==> src/rtl/mc_ctrl_pkg.sv <==
// Shared definitions for the multicycle RISC-V control FSM (mc_ctrl_fsm_v2):
// opcode constants, state encodings, instruction classes and the datapath
// mux/ALU control codes driven by the FSM.
package mc_ctrl_pkg;

    // Opcodes (instr[6:0])
    localparam logic [6:0] OP_RTYPE  = 7'b0110011;
    localparam logic [6:0] OP_ITYPE  = 7'b0010011;
    localparam logic [6:0] OP_LOAD   = 7'b0000011;
    localparam logic [6:0] OP_STORE  = 7'b0100011;
    localparam logic [6:0] OP_BRANCH = 7'b1100011;
    localparam logic [6:0] OP_JAL    = 7'b1101111;

    // FSM states. Encodings 10..14 are unused and recover to FETCH.
    typedef enum logic [3:0] {
        S_FETCH     = 4'd0,
        S_DECODE    = 4'd1,
        S_MEM_ADDR  = 4'd2,
        S_MEM_READ  = 4'd3,
        S_MEM_WB    = 4'd4,
        S_MEM_WRITE = 4'd5,
        S_EXEC      = 4'd6,
        S_ALU_WB    = 4'd7,
        S_BRANCH    = 4'd8,
        S_JAL       = 4'd9,
        S_TRAP      = 4'd15
    } state_t;

    // Instruction classes produced by mc_opcode_class
    typedef enum logic [2:0] {
        CL_NONE   = 3'd0,
        CL_RTYPE  = 3'd1,
        CL_ITYPE  = 3'd2,
        CL_LOAD   = 3'd3,
        CL_STORE  = 3'd4,
        CL_BRANCH = 3'd5,
        CL_JAL    = 3'd6
    } iclass_t;

    // ALUOp codes
    localparam logic [1:0] ALU_ADD   = 2'b00;
    localparam logic [1:0] ALU_SUB   = 2'b01;
    localparam logic [1:0] ALU_RFUNC = 2'b10;
    localparam logic [1:0] ALU_IFUNC = 2'b11;

    // ALUSrcB codes
    localparam logic [1:0] SRCB_REG  = 2'b00;
    localparam logic [1:0] SRCB_4    = 2'b01;
    localparam logic [1:0] SRCB_IMM  = 2'b10;

    // PCSource codes
    localparam logic [1:0] PCS_ALU    = 2'b00;
    localparam logic [1:0] PCS_ALUOUT = 2'b01;

    // MemtoReg codes
    localparam logic [1:0] M2R_ALUOUT = 2'b00;
    localparam logic [1:0] M2R_MDR    = 2'b01;
    localparam logic [1:0] M2R_PC     = 2'b10;

endpackage

==> src/rtl/mc_opcode_class.sv <==
// Combinational opcode/funct3 classifier.
// Ports:
//   i_opcode  in  7  instr[6:0]
//   i_funct3  in  3  instr[14:12]
//   o_class   out    instruction class (iclass_t), CL_NONE when illegal
//   o_legal   out 1  1 = supported instruction
module mc_opcode_class
    import mc_ctrl_pkg::*;
#(
    parameter int HAS_JAL = 1
) (
    input  logic [6:0] i_opcode,
    input  logic [2:0] i_funct3,
    output iclass_t    o_class,
    output logic       o_legal
);

    always_comb begin
        o_class = CL_NONE;
        o_legal = 1'b1;
        case (i_opcode)
            OP_RTYPE: o_class = CL_RTYPE;
            OP_ITYPE: o_class = CL_ITYPE;
            OP_LOAD:  o_class = CL_LOAD;
            OP_STORE: o_class = CL_STORE;
            OP_BRANCH: begin
                // only beq (000) and bne (001) are supported
                if (i_funct3[2:1] == 2'b00) o_class = CL_BRANCH;
                else                        o_legal = 1'b0;
            end
            OP_JAL: begin
                if (HAS_JAL != 0) o_class = CL_JAL;
                else              o_legal = 1'b0;
            end
            default: o_legal = 1'b0;
        endcase
    end

endmodule

==> src/rtl/mc_ctrl_fsm_v2.sv <==
// Multicycle RISC-V control FSM with memory wait states and illegal-opcode
// handling. Drives the datapath mux selects and write enables.
// Ports:
//   clk, reset            clock (rising edge), async active-high reset
//   opcode, funct3        fields from the instruction register
//   mem_ready             memory access completes this cycle
//   MemRead/MemWrite/IorD memory strobes and address select
//   IRWrite/PCWrite/PCWriteCond/branch_ne/PCSource   fetch/PC control
//   ALUSrcA/ALUSrcB/ALUOp ALU operand/op control
//   RegWrite/MemtoReg     register file write control
//   illegal               illegal-opcode flag
//   state_o               current state (debug)
module mc_ctrl_fsm_v2
    import mc_ctrl_pkg::*;
#(
    parameter int MEM_WAIT  = 1,
    parameter int HAS_JAL   = 1,
    parameter int TRAP_HALT = 1,
    parameter int STATE_W   = 4
) (
    input  logic               clk,
    input  logic               reset,
    input  logic [6:0]         opcode,
    input  logic [2:0]         funct3,
    input  logic               mem_ready,
    output logic               MemRead,
    output logic               MemWrite,
    output logic               IorD,
    output logic               IRWrite,
    output logic               PCWrite,
    output logic               PCWriteCond,
    output logic               branch_ne,
    output logic [1:0]         PCSource,
    output logic               ALUSrcA,
    output logic [1:0]         ALUSrcB,
    output logic [1:0]         ALUOp,
    output logic               RegWrite,
    output logic [1:0]         MemtoReg,
    output logic               illegal,
    output logic [STATE_W-1:0] state_o
);

    state_t  r_state;
    state_t  w_next;
    logic    r_ill_pend;    // illegal pulse owed to the following FETCH cycle
    logic    w_ill_set;
    logic    w_rdy;
    iclass_t w_class;
    logic    w_legal;

    assign w_rdy = (MEM_WAIT == 0) ? 1'b1 : mem_ready;

    mc_opcode_class #(.HAS_JAL(HAS_JAL)) u_class (
        .i_opcode (opcode),
        .i_funct3 (funct3),
        .o_class  (w_class),
        .o_legal  (w_legal)
    );

    // Skip mode only: remember the illegal decode so FETCH can flag it once
    assign w_ill_set = (r_state == S_DECODE) && !w_legal && (TRAP_HALT == 0);

    always_ff @(posedge clk or posedge reset) begin
        if (reset) begin
            r_state    <= S_FETCH;
            r_ill_pend <= 1'b0;
        end else begin
            r_state    <= w_next;
            r_ill_pend <= w_ill_set;
        end
    end

    assign state_o = STATE_W'(r_state);

    always_comb begin
        w_next      = r_state;
        MemRead     = 1'b0;
        MemWrite    = 1'b0;
        IorD        = 1'b0;
        IRWrite     = 1'b0;
        PCWrite     = 1'b0;
        PCWriteCond = 1'b0;
        branch_ne   = 1'b0;
        PCSource    = PCS_ALU;
        ALUSrcA     = 1'b0;
        ALUSrcB     = SRCB_REG;
        ALUOp       = ALU_ADD;
        RegWrite    = 1'b0;
        MemtoReg    = M2R_ALUOUT;
        illegal     = 1'b0;

        case (r_state)
            S_FETCH: begin
                MemRead = 1'b1;
                ALUSrcB = SRCB_4;
                // IR load and PC+4 commit only on the completing cycle
                IRWrite = w_rdy;
                PCWrite = w_rdy;
                illegal = r_ill_pend;
                if (w_rdy) w_next = S_DECODE;
            end
            S_DECODE: begin
                ALUSrcB = SRCB_IMM;     // branch/jal target into ALUOut
                if (!w_legal) begin
                    w_next = (TRAP_HALT != 0) ? S_TRAP : S_FETCH;
                end else begin
                    case (w_class)
                        CL_LOAD, CL_STORE: w_next = S_MEM_ADDR;
                        CL_RTYPE, CL_ITYPE: w_next = S_EXEC;
                        CL_BRANCH:         w_next = S_BRANCH;
                        CL_JAL:            w_next = S_JAL;
                        default:           w_next = S_FETCH;
                    endcase
                end
            end
            S_MEM_ADDR: begin
                ALUSrcA = 1'b1;
                ALUSrcB = SRCB_IMM;
                case (w_class)
                    CL_LOAD:  w_next = S_MEM_READ;
                    CL_STORE: w_next = S_MEM_WRITE;
                    default:  w_next = S_FETCH;
                endcase
            end
            S_MEM_READ: begin
                MemRead = 1'b1;
                IorD    = 1'b1;
                if (w_rdy) w_next = S_MEM_WB;
            end
            S_MEM_WB: begin
                RegWrite = 1'b1;
                MemtoReg = M2R_MDR;
                w_next   = S_FETCH;
            end
            S_MEM_WRITE: begin
                MemWrite = 1'b1;
                IorD     = 1'b1;
                if (w_rdy) w_next = S_FETCH;
            end
            S_EXEC: begin
                ALUSrcA = 1'b1;
                if (w_class == CL_RTYPE) begin
                    ALUSrcB = SRCB_REG;
                    ALUOp   = ALU_RFUNC;
                end else begin
                    ALUSrcB = SRCB_IMM;
                    ALUOp   = ALU_IFUNC;
                end
                w_next = S_ALU_WB;
            end
            S_ALU_WB: begin
                RegWrite = 1'b1;
                MemtoReg = M2R_ALUOUT;
                w_next   = S_FETCH;
            end
            S_BRANCH: begin
                ALUSrcA     = 1'b1;
                ALUSrcB     = SRCB_REG;
                ALUOp       = ALU_SUB;
                PCWriteCond = 1'b1;
                PCSource    = PCS_ALUOUT;
                branch_ne   = funct3[0];
                w_next      = S_FETCH;
            end
            S_JAL: begin
                RegWrite = 1'b1;
                MemtoReg = M2R_PC;
                PCWrite  = 1'b1;
                PCSource = PCS_ALUOUT;
                w_next   = S_FETCH;
            end
            S_TRAP: begin
                illegal = 1'b1;         // halted until reset
            end
            default: w_next = S_FETCH;
        endcase

        // Reset overrides everything combinationally, so a pending store
        // strobe drops in the same cycle reset rises.
        if (reset) begin
            MemRead     = 1'b0;
            MemWrite    = 1'b0;
            IorD        = 1'b0;
            IRWrite     = 1'b0;
            PCWrite     = 1'b0;
            PCWriteCond = 1'b0;
            branch_ne   = 1'b0;
            PCSource    = 2'b00;
            ALUSrcA     = 1'b0;
            ALUSrcB     = 2'b00;
            ALUOp       = 2'b00;
            RegWrite    = 1'b0;
            MemtoReg    = 2'b00;
            illegal     = 1'b0;
        end
    end

endmodule

==> config.mk <==
export PLATFORM = sky130hd
export DESIGN_NAME = mc_ctrl_fsm_v2
export DESIGN_NICKNAME = d
export VERILOG_FILES = /design/src/rtl/mc_ctrl_pkg.sv /design/src/rtl/mc_opcode_class.sv /design/src/rtl/mc_ctrl_fsm_v2.sv
export SDC_FILE = /design/constraint.sdc
export NUM_CORES = 1
export LEC_CHECK = 0
export BUFFER_PORTS_ARGS = -buffer_cell sky130_fd_sc_hd__buf_2
export CAP_MARGIN = 20
export CORE_UTILIZATION = 42
export DETAILED_ROUTE_END_ITERATION = 10
export PLACE_DENSITY_LB_ADDON = 0.12
export SLEW_MARGIN = 20
export SYNTH_ARGS = -nofsm -noshare
export SYNTH_HDL_FRONTEND = slang
export SYNTH_SLANG_ARGS = --single-unit
==> constraint.sdc <==
create_clock -name clk -period 1.8 [get_ports clk]
set_input_delay 0.18 -clock clk [delete_from_list [all_inputs] [get_ports clk]]
set_output_delay 0.18 -clock clk [all_outputs]
set_load 0.01 [all_outputs]
# Word-level counts from Yosys, hierarchy flattened
# Cells that the tools add are included.
[op_classes]
n_reduce_logical = 12
bitwise = 1
eq_ne = 25
mux = 41
[op_table]
columns = ["op", "n"]
rows = [
  ["case mux 4 bit (7 select lines)", 1],
  ["two-way mux 1 bit", 22],
  ["case mux 3 bit (6 select lines)", 1],
  ["equality test 4 x 3 -> 1 bit (second input constant)", 4],
  ["two-way mux 4 bit", 4],
  ["case mux 4 bit (4 select lines)", 1],
  ["equality test 7 x 6 -> 1 bit (second input constant)", 2],
  ["equality test 7 bit (second input constant)", 2],
  ["equality test 4 bit (second input constant)", 3],
  ["OR reduction 2 bit", 6],
  ["two-way mux 2 bit", 5],
  ["equality test 3 bit (second input constant)", 3],
  ["equality test 4 x 2 -> 1 bit (second input constant)", 2],
  ["case mux 2 bit (2 select lines)", 2],
  ["equality test 7 x 2 -> 1 bit (second input constant)", 1],
  ["equality test 7 x 5 -> 1 bit (second input constant)", 1],
  ["equality test 3 x 2 -> 1 bit (second input constant)", 2],
  ["!= test 2 bit (second input constant)", 3],
  ["case mux 2 bit (3 select lines)", 1],
  ["case mux 3 bit (2 select lines)", 1],
  ["OR reduction 3 bit", 2],
  ["OR reduction 5 bit", 1],
  ["equality test 4 x 1 -> 1 bit (second input constant)", 1],
  ["logical NOT 4 bit", 1],
  ["6 further kinds", 7],
]
[totals]
ff_bits = 4
word_cells = 80
out_inout_bits = 22
in_bits = 13

# Depth between registers and ports, before layout
[depth]
ltp_word = 8
depth_mapped = 5
mapped_depth_nobuf = 4

# By module
# Synthesis repeated with hierarchy kept, for this count alone.
[unflattened]
hier_cells = 101
hier_area_um2 = 674.4
[by_module_without_submodules]
columns = ["module", "cells_per_inst", "seq_area_each_um2", "n_inst", "area_each_um2"]
rows = [
  ["mc_ctrl_fsm_v2", 83, 100.1, 1, 574.3],
  ["mc_opcode_class", 18, 0.0, 1, 100.1],
]

# Least setup slack after synthesis
# No wires, ideal clock.
[synth_timing]
path_type = "register to output"
start = "reg r_state[3], in the netlist state_o[3]"
end = "out PCWrite"
required_time_ps = 1620
stages_incl_launch_ff = 5
t_arrival_ps = 1577
slack_ps = 43
path_buffers = 1
path_cell_list = "dfrtp_1 buf_2 or3_1 nor4_1 or2_1"
[synth_via]
elab_chain_cells = 3
elab_cells_between_ends = 4
cone_classes = "eq/ne: 1; mux: 2; reduce/logical: 1"
[synth_rtl]
columns = ["item", "line", "source"]
rows = [
  ["start: declaration", "mc_ctrl_fsm_v2.sv:43", "state_t r_state;"],
  ["start signal: assignment", "mc_ctrl_fsm_v2.sv:68", "r_state <= w_next;"],
  ["equality test 4 bit / logical NOT 4 bit (equally long branches)", "mc_ctrl_fsm_v2.sv:92", "case (r_state)"],
  ["case mux 1 bit (2 select lines) (*)", "mc_ctrl_fsm_v2.sv:92", ""],
  ["two-way mux 1 bit (*)", "mc_ctrl_fsm_v2.sv:180", "if (reset) begin"],
  ["end: declaration", "mc_ctrl_fsm_v2.sv:30", "output logic PCWrite,"],
]
# Every way passes the cells marked *; elsewhere a longest branch is shown, timed or not.

# Worst setup path after layout
[layout_timing]
start = "reg r_state[2], in the netlist state_o[2]"
end = "out PCWrite"
# The elaborated chain is that of the path after synthesis.

==> out/summary.txt <==
Outcome: complete, no violations
DRT iter0 DRCs: 21
Bufs on Longest Clock Path: 2
Share of the synthesized area in the top cell type: 17.1%
Routed WL: 1550 µm
Seq/Total Area, Yosys: 17.1%
Core Area: 1300 µm²
PwrDens: 1260 nW/µm²
PortBufs: 33
Global-route track usage on met1: 26.9%
Final hold slack: 0.352 ns
Nets: 133
Largest area contributor in the netlist: dfrtp_1
Max Slew Vio Count: 0
TritonCTS clock tree: yes
Setup TNS: 0 ns
Yosys warns: 0
Netlist cell types: 39
Synth Register Bits: 4
Cell Area, Placed: 753 µm²
GRT Overall Usage: 20.8%
CTS buffer count: 3
Post-DP HPWL: 1220 µm
Met2 Resource Use GR: 35.4%
# clock sinks: 4
Clock latency at the later pin of the worst-skew pair: 0.23 ns
Synth cell count leaders: 10 x nor3_1, 9 x nor2_1, 7 x clkbuf_1, 5 x inv_1, 5 x nand2_1
Routed vias: 753
Worst Skew: 0.00322 ns
Mean area per synthesized cell: 6.73 µm²
Crit path capture type: primary output
Most common cell in the netlist: nor3_1
Die ar.: 1550 µm²
Mapped cell area: 586 µm²
Leak: 0.426 nW
Initial Utilization: 45.0%
Startpoint Class: flop
IO Pins: 35
Vias per cell: 5.66
Grt ovf: 0
Critical path arrival: 1.56 ns
Worst path top cell family by delay: simple AND/OR/NAND/NOR gates
Post-route DRC: 0
Post-route ant nets: 0
CP most frequent cell: or2_1
Hold Violations, Final: 0
Setup violators final: 0
Worst EP required: 1.62 ns
Largest net degree at the start of global routing: 15
Main area contributors after synthesis: dfrtp_1 17%, nor3_1 8.5%, nor2_1 5.8%
Wirelength per Cell: 11.7 µm
Diodes inserted: 0
Asr flop ratio synth: 100%
Worst Hold Class: in2reg
Buf/Inv on CP: 2
WS Path Type: reg2out
TritonRoute pass-1 iters: 4
GRT busiest layer: met2
Max reg flops: 4
DIE WIDTH: 39.3 µm
CTS root buf: clkbuf_4
Maxcap violations: 0
Fmax: 0.573 GHz
Reg clk slew, reported paths: 0.03 ns
CP max stage cell: dfrtp_2
Share of layout cells above drive strength 1: 42.4%
Cell Chain, Critical Path: or3b_4 > or2_1 > inv_2 > or2_1 > buf_2
Post-route clock period utilization: 96.9%
CTS H-Tree Depth: 1
First-pass GRT wire length: 2250 µm
Post-Syn Instances: 87
P&R area growth vs syn: 38.5%
GP Congestion: 0.770
Synth Flop Type: dfrtp_1
Row count: 13
Die height: 39.3 µm
Initial antenna violation count: 0
Worst-path fanout max: 7
EDFF count, synth: 0
Number of global-route vias before repair: 543
Postcts setup bufs: 0
Fin area: 811 µm²
Peak supply drop: 0.000579 V
M3 GR Usage: 6.82%
Synth Net Count: 100
Min cycle time layout: 1.74 ns
CP max stage delay: 0.44 ns
[per-layer routing]
layer / vias to the layer above / wire length [µm]
li1: 384 / -
met5: - / 0
met3: 0 / 100
met1: 341 / 721
met4: 0 / 0
met2: 28 / 729
[through the flow]
stage / utilization, % / power [mW] / std cells / worst slack, ns
detailed placement: 57.9 / 0.880 / 129 / 0.210
finish: 62.3 / 1.02 / 133 / 0.0555
CTS: 60.9 / 1.00 / 133 / 0.00529
global route: 62.3 / 1.12 / 133 / -0.00261
floorplan: - / 0.678 / 87 / 0.0428
global placement: 57.9 / 0.877 / 129 / 0.179
[timing repair]
action / 4_1_cts / 5_1_grt
hold buffers: 1 / 0
gates resized for setup: 1 / 7
setup endpoints to repair: 1 / 5
endpoints found under the hold margin: 4 / 0
[area by class of cell]
type / count / area (µm²)
fillers: 136 / 490
multi-input cells: 68 / 445
repair buffers: 37 / 198
flip-flops and latches: 4 / 104
clock buffers: 3 / 22.5
inverters: 6 / 22.5
well taps: 15 / 18.8
[power by group]
| part | total, mW | switching [mW] | internal [mW] |
|---|---|---|---|
| clock network | 0.106 | 0.0313 | 0.0742 |
| registers | 0.227 | 0.0955 | 0.132 |
| logic | 0.692 | 0.364 | 0.328 |
| total | 1.02 | 0.491 | 0.534 |
[cells in the final DEF, fill, tap and decap left out, drive strengths merged, types with 2 or more instances in the layout]
master   n
a21o     3
a21oi    2
a22oi    2
and2     2
buf     36
clkbuf   3
dfrtp    4
inv      6
nand2    5
nand2b   3
nand3    2
nor2     9
nor3    10
nor4     4
o21ai    4
o31a     2
or2      2
[cell families (layout without fill, tap and decap cells)]
group / Yosys count / in the layout / share of synthesized area (%)
and+or+nand+nor: 45 / 45 / 43.2
AOI/OAI and AO/OA: 20 / 20 / 25.4
buffers and inverters: 15 / 46 / 10.5
DFF: 4 / 4 / 17.1
other: 1 / 1 / 0.640
xor gates and xnor gates: 1 / 1 / 1.50
muxes: 1 / 1 / 1.71
[worst paths after layout]
check                      slack (ns)  depth (start not counted)          to       start
max                              0.06                          5     PCWrite  state_o[2]
min                              0.35                          4  state_o[2]   mem_ready
max reg2reg                      0.25                          4  state_o[2]  state_o[1]
min reg2reg                      0.71                          2  state_o[3]  state_o[0]
max in group asynchronous        1.15                          3  state_o[2]       reset
min in group asynchronous        0.45                          3  state_o[3]       reset
[worst register-to-register path: cells and delay by family (launching register included)]
kind | cells | cell delay [ns]
AOI/OAI and AO/OA | 3 | 0.47
DFF | 1 | 0.48
and+or+nand+nor | 1 | 0.51
Power figures use the tool's default switching activity.
